## src/rtl/clocks_cen_ctrl.sv

```systemverilog
// clocks_cen_ctrl: fractional clock-enable generator for the 24M P/N strobe
// pair feeding clocks_sync. It also provides a pause handshake that stops the
// timebase after a complete 24M period.
// Optional feature macro: CEN_CATCHUP_EN. When it is defined, events that fall
// while halted are counted as debt and replayed after release.
`timescale 1ns/1ps
module clocks_cen_ctrl #(
  parameter int NUM      = 1,
  parameter int DEN      = 2,
  parameter int MAX_DEBT = 15
) (
  input  logic       CLK,
  input  logic       nRESETP,
  input  logic       PAUSE_REQ,
  output logic       PAUSE_ACK,
  output logic       CLK_EN_24M_P,
  output logic       CLK_EN_24M_N,
  output logic [2:0] CEN_PHASE,
  output logic [3:0] CEN_DEBT
);
  // acc < DEN and NUM <= DEN, so acc + NUM < 2*DEN always fits in AW bits
  localparam int AW = $clog2(DEN) + 1;
  localparam logic [AW-1:0] NUM_W = AW'(NUM);
  localparam logic [AW-1:0] DEN_W = AW'(DEN);
  localparam logic [3:0]    MAX_W = 4'(MAX_DEBT);

`ifdef CEN_CATCHUP_EN
  localparam bit CATCHUP = 1'b1;
`else
  localparam bit CATCHUP = 1'b0;
`endif

  typedef enum logic [1:0] {
    ST_RUN   = 2'd0,
    ST_DRAIN = 2'd1,
    ST_HALT  = 2'd2
  } state_t;

  state_t        r_state;
  logic [AW-1:0] r_acc;
  logic          r_half;
  logic          r_p;
  logic          r_n;
  logic          r_ack;
  logic [2:0]    r_phase;
  logic [3:0]    r_debt;

  logic [AW-1:0] w_sum;
  logic [AW-1:0] w_acc_next;
  logic          w_event;
  logic          w_active;
  logic          w_acc_en;
  logic          w_debt_nz;
  logic          w_emit;
  logic          w_emit_n;

  assign w_sum      = r_acc + NUM_W;
  assign w_event    = (w_sum >= DEN_W);
  assign w_acc_next = w_event ? (w_sum - DEN_W) : w_sum;
  assign w_active   = (r_state != ST_HALT);
  // without catch-up the accumulator freezes while halted so no time is skipped
  assign w_acc_en   = w_active | CATCHUP;
  assign w_debt_nz  = (r_debt != 4'd0);
  // one strobe per cycle at most: a real event, or otherwise one replayed debt
  assign w_emit     = w_active & (w_event | w_debt_nz);
  assign w_emit_n   = w_emit & r_half;

  // timebase: accumulator, P/N alternation, phase shadow and pause state machine
  always_ff @(posedge CLK or negedge nRESETP) begin
    if (!nRESETP) begin
      r_state <= ST_RUN;
      r_acc   <= '0;
      r_half  <= 1'b0;
      r_p     <= 1'b0;
      r_n     <= 1'b0;
      r_ack   <= 1'b0;
      r_phase <= 3'b100;
    end else begin
      if (w_acc_en) begin
        r_acc <= w_acc_next;
      end
      r_p <= w_emit & ~r_half;
      r_n <= w_emit_n;
      if (w_emit) begin
        r_half <= ~r_half;
      end
      if (w_emit_n) begin
        r_phase <= r_phase + 3'd1;
      end
      // ack follows the halted state one cycle late and drops as HALT is left
      r_ack <= (r_state == ST_HALT) && PAUSE_REQ;
      case (r_state)
        ST_RUN: begin
          // an N computed on the request cycle does not end the drain
          if (PAUSE_REQ) begin
            r_state <= ST_DRAIN;
          end
        end
        ST_DRAIN: begin
          if (!PAUSE_REQ) begin
            r_state <= ST_RUN;
          end else if (w_emit_n) begin
            r_state <= ST_HALT;
          end
        end
        ST_HALT: begin
          if (!PAUSE_REQ) begin
            r_state <= ST_RUN;
          end
        end
        default: r_state <= ST_RUN;
      endcase
    end
  end

  // catch-up debt: collect events that fall while halted, repay on idle cycles
  always_ff @(posedge CLK or negedge nRESETP) begin
    if (!nRESETP) begin
      r_debt <= 4'd0;
    end else if (CATCHUP) begin
      if (!w_active) begin
        if (w_event && (r_debt != MAX_W)) begin
          r_debt <= r_debt + 4'd1;
        end
      end else if (!w_event && w_debt_nz) begin
        r_debt <= r_debt - 4'd1;
      end
    end
  end

  assign PAUSE_ACK    = r_ack;
  assign CLK_EN_24M_P = r_p;
  assign CLK_EN_24M_N = r_n;
  assign CEN_PHASE    = r_phase;
  assign CEN_DEBT     = r_debt;

endmodule

```

## config.mk

```make
export PLATFORM = sky130hd
export DESIGN_NAME = clocks_cen_ctrl
export DESIGN_NICKNAME = d
export VERILOG_FILES = /design/src/rtl/clocks_cen_ctrl.sv
export SDC_FILE = /design/constraint.sdc
export NUM_CORES = 1
export LEC_CHECK = 0
export BUFFER_PORTS_ARGS = -buffer_cell sky130_fd_sc_hd__buf_2
export CORE_AREA = 2 2 39 41
export CTS_CLUSTER_SIZE = 30
export DETAILED_ROUTE_END_ITERATION = 6
export DIE_AREA = 0 0 41 43
export GPL_ROUTABILITY_DRIVEN = 0
export GPL_TIMING_DRIVEN = 0
export MAX_ROUTING_LAYER = met4
export PLACE_DENSITY = 0.61
export SLEW_MARGIN = 20
export SYNTH_ARGS = -nofsm -noshare
export SYNTH_HDL_FRONTEND = slang
export SYNTH_SLANG_ARGS = --single-unit
```

## constraint.sdc

```tcl
create_clock -name CLK -period 1.31 [get_ports CLK]
set_input_delay 0.131 -clock CLK [delete_from_list [all_inputs] [get_ports CLK]]
set_output_delay 0.131 -clock CLK [all_outputs]
set_load 0.005 [all_outputs]
```

### Word level (Yosys, flattened, before mapping)

Index checks and enable logic that the tools add are counted.

| cells by class | value |
|---|---|
| order comparisons | 1 |
| eq/ne operators | 6 |
| add/subtract/negate cells | 3 |
| reduce and logical (&&, ||, !) cells | 4 |
| bitwise gates (word level) | 5 |
| multiplexer cells | 6 |

Operators with widths:

| kind | number |
|---|---|
| 2-bit 2-to-1 mux | 5 |
| 2-bit != test, second input constant | 3 |
| 2-bit case mux with 3 select lines | 1 |
| 4-bit nonzero test | 1 |
| 3-bit by 1-bit adder with 3-bit output, second input constant | 1 |
| 1-bit AND | 3 |
| 3-bit != test, second input constant | 1 |
| 3-bit AND reduction | 1 |
| 2-bit by 1-bit adder with 2-bit output, second input constant | 1 |
| 2-bit by 1-bit == test with 1-bit output, second input constant | 1 |
| 2-bit == test, second input constant | 1 |
| 2-bit greater-or-equal comparator, second input constant | 1 |
| 2-bit zero test | 1 |
| 2-bit subtractor, second input constant | 1 |
| 1-bit logical AND | 1 |
| 1-bit inverter | 1 |
| 1-bit OR | 1 |

| word-level totals | value |
|---|---|
| register bits | 11 |
| output and inout bits | 10 |
| logic and storage cells | 32 |
| bits of input ports | 3 |

### Logic depth before layout (Yosys ltp)

| logic depth | value |
|---|---|
| depth in word-level cells | 8 |
| gate-level depth with buffers | 3 |
| mapped depth without buffers | 3 |

### Worst setup path before layout

OpenSTA, ideal clock, no wires.

| timing path | value |
|---|---|
| path kind | reg2reg |
| from | register r_phase[0], in the netlist CEN_PHASE[0] |
| to | register r_phase[1], in the netlist CEN_PHASE[1] |
| clock period less this slack | 1.061 ns |
| path buffers | 0 |
| setup time | 0.125 ns |
| arrival time | 0.936 ns |
| path slack | 0.249 ns |
| stages on the path, launching flop included | 3 |
| required time | 1.185 ns |
| path through | dfrtp_1 > ha_1 > mux2_4 |

| between the ends | value |
|---|---|
| cells in the longest elaborated chain, start to end | 1 |

RTL lines:

| what | line | RTL |
|---|---|---|
| start, declared | 45 | `logic [2:0] r_phase;` |
| start signal, assigned | 88 | `r_phase <= r_phase + 3'd1;` |
| 3-bit by 1-bit adder with 3-bit output | 88 |  |

No other way between the ends.
A chain may end at the register's enable or synchronous reset.

### Worst setup path in the final report

Ends and elaborated chain as after synthesis.

==> flow_summary.ini <==
[sta]
fin_crit_ns = 1.08
fin_setup_tns_ns = 0
finalCritPeriodShare = 0.826
clock_skew_ns = 0.00386
rsz0062_at_grt = no
max_freq_mhz = 924
hold_viol = 0
slew_viol_final = 0
setup_viol = 0

[hold_path]
hold_path_startpoint = PAUSE_REQ
min_path_cells = 3
hold_end = r_state[1]$_DFFE_PN0P_
holdCritPathClass = in -> reg

[global_route]
grt_pass1_vias = 257
grt_overflow = 0
antenna_found_initial = 0
grtUsageTotal = 0.0949
grt_pass1_wl_mm = 1.02
grt_max_degree = 10

[placement]
io_buffers = 8
hpwl_um = 396
dpl-instance-area_um2 = 455

[routing]
drt_iter0_drc = 1
met1_length_um = 192
vias = 237
first_pass_iters = 3
routed_wl_um = 559
vias_per_cell = 3.82
dr_wl_met2_um = 295
final_antenna_net_count = 0
drc = 0
route.detailed.wl_per_inst_um = 9.02
top_layer_used = met4
wl_met3_um = 49

[clock_tree]
tritoncts = done
clk_latency_ns = 0.26
htreeDepth = 1
clk_pin_slew_ns = 0.06
numCtsBuffers = 3
root_buffer = clkbuf_4
cts_resized = 0
clockBufferDepth = 2
cts_sinks = 9

[cells_and_area]
fillers = 146
final_area_um2 = 492
multi_input_area_um2 = 131
nNetsFinal = 51
drive_gt1_frac = 0.413
area_growth_pct = 28.0
n_antenna_cell = 0
regArea_um2 = 226

[setup_path]
critical_path_class = reg -> reg
ff2ff_path_depth = 2
cp_max_fo = 3
regToRegSetupSlack_ns = 0.23
startpoint_type = flip-flop
regToRegStartpoint = CEN_PHASE[0]$_DFFE_PN0P_
worstPathRequired_ns = 1.45
end_kind = flip-flop
timing.rr.end = CEN_PHASE[1]$_DFFE_PN0P_
critPathArrivalTime_ns = 1.23

[power]
p_leak_nw = 0.255
clock_power_share = 0.196
p_sw_frac = 0.306
combPwrFrac = 0.340
powerDensity_nw_per_um2 = 2190
ir_worst_vdd_uv = 474
finalPower_mw = 1.08
power_switching_mw = 0.329
p_seq_frac = 0.464
intPower_mw = 0.746

[synth]
yosys_warnings = 4
synth-seq-cells = 9
synth_edf_count = 0
synth-async-reset-ratio = 1.00
synth_most_common_cell = dfrtp_1
netlist_instances = 30
yosysTopAreaCell = dfrtp_1
netlist_area_um2 = 384
synth_cell_types = 17
ys_seq_area_frac = 0.590
synth_top_area_frac = 0.521
avgSynthCellArea_um2 = 12.8
synthFlopType = dfrtp_1
synth_area_leaders = dfrtp_1 52%, buf_4 7.8%, dfstp_2 6.8%, xnor2_1 4.6%, mux2_4 3.9%
netlist_top_cells_count = 8 x dfrtp_1, 4 x buf_4, 2 x inv_1, 2 x nor2_1, 2 x xnor2_1

[floorplanning]
die_x_um = 41
fp-row-count = 14
io_pins = 13
initial_utilization = 0.278
die_h_um = 43
die_area_um2 = 1760
coreArea_um2 = 1380

[job]
max_cap_violations = 0

[run_status]
status = complete, no violations
==> flip-flops by register name, summed over array words and instances, names as in the netlist <==
register and cells:
CLK_EN_24M_N 1, PAUSE_ACK 1, CEN_PHASE 3, r_half 1, r_state 2, CLK_EN_24M_P 1
==> through the flow <==
stage | std cells | util | worst slack (ns) | hold slack (ns)
global route | 62 | 0.355 | 0.192 | 0.157
detailed placement | 57 | 0.329 | 0.231 | -0.0106
finish | 62 | 0.355 | 0.228 | 0.135
floorplan | 33 | - | 0.249 | -0.165
CTS | 62 | 0.355 | 0.222 | 0.135
global placement | 57 | 0.329 | 0.249 | -0.0117
==> how the worst max path moves through the flow <==
stage	slack, ns	to	start
after global routing	0.19	CEN_PHASE[1]$_DFFE_PN0P_	CEN_PHASE[0]$_DFFE_PN0P_
after detailed placement	0.23	CEN_PHASE[1]$_DFFE_PN0P_	CEN_PHASE[0]$_DFFE_PN0P_
after CTS	0.22	CEN_PHASE[1]$_DFFE_PN0P_	CEN_PHASE[0]$_DFFE_PN0P_
final	0.23	CEN_PHASE[1]$_DFFE_PN0P_	CEN_PHASE[0]$_DFFE_PN0P_
after floorplan	0.25	CEN_PHASE[1]$_DFFE_PN0P_	CEN_PHASE[0]$_DFFE_PN0P_
after global placement	0.25	CEN_PHASE[1]$_DFFE_PN0P_	CEN_PHASE[0]$_DFFE_PN0P_
==> cell type report <==
| class | count | share of cell area |
|---|---|---|
| inverter | 2 | 0.0153 |
| timing repair buffer | 9 | 0.102 |
| buffer | 4 | 0.0611 |
| clock buffer | 4 | 0.0534 |
| sequential | 9 | 0.461 |
| multi-input combinational | 18 | 0.267 |
| tap | 16 | 0.0407 |
==> cell usage in the layout, fill, tap and decap left out, types with 2 or more instances in the layout <==
cell / Yosys / layout
buf_4: 4 / 4
clkbuf_4: 0 / 3
buf_2: 0 / 8
inv_1: 2 / 2
xnor2_1: 2 / 2
dfrtp_1: 8 / 8
conb_1: 1 / 4
nor2_1: 2 / 2
==> power by group through the flow <==
stage / logic (mW) / registers [mW] / clock network, mW
floorplan: 0.237 / 0.506 / 0
global placement: 0.354 / 0.501 / 0
detailed placement: 0.367 / 0.509 / 0
CTS: 0.373 / 0.506 / 0.217
global route: 0.423 / 0.524 / 0.237
finish: 0.365 / 0.499 / 0.211
==> worst max-delay path, stage by stage (launching register included) <==
cell	delay (ns)
dfrtp_1	0.40
ha_1	0.30
mux2_4	0.27
==> what timing repair did <==
action,4_1_cts,5_1_grt
hold endpoints to repair,9,0
buffers inserted,0,0
hold buffers,1,0
==> cells by family after synthesis <==
| logic type | count (synthesis) | share of synthesized area |
|---|---|---|
| other | 1 | 0.00976 |
| adders and majority gates | 1 | 0.0326 |
| AOI/OAI and AO/OA | 1 | 0.0196 |
| muxes | 1 | 0.0391 |
| and+or+nand+nor | 8 | 0.143 |
| xor gates and xnor gates | 3 | 0.0684 |
| buffers and inverters | 6 | 0.0977 |
| DFF | 9 | 0.590 |
==> layer usage <==
layer | global-route usage | vias to the layer above
met5 | - | -
met4 | 0.0800 | 0
met3 | 0.0471 | 5
met2 | 0.150 | 13
met1 | 0.0747 | 103
li1 | - | 116
(Power assumes the default switching activity.)
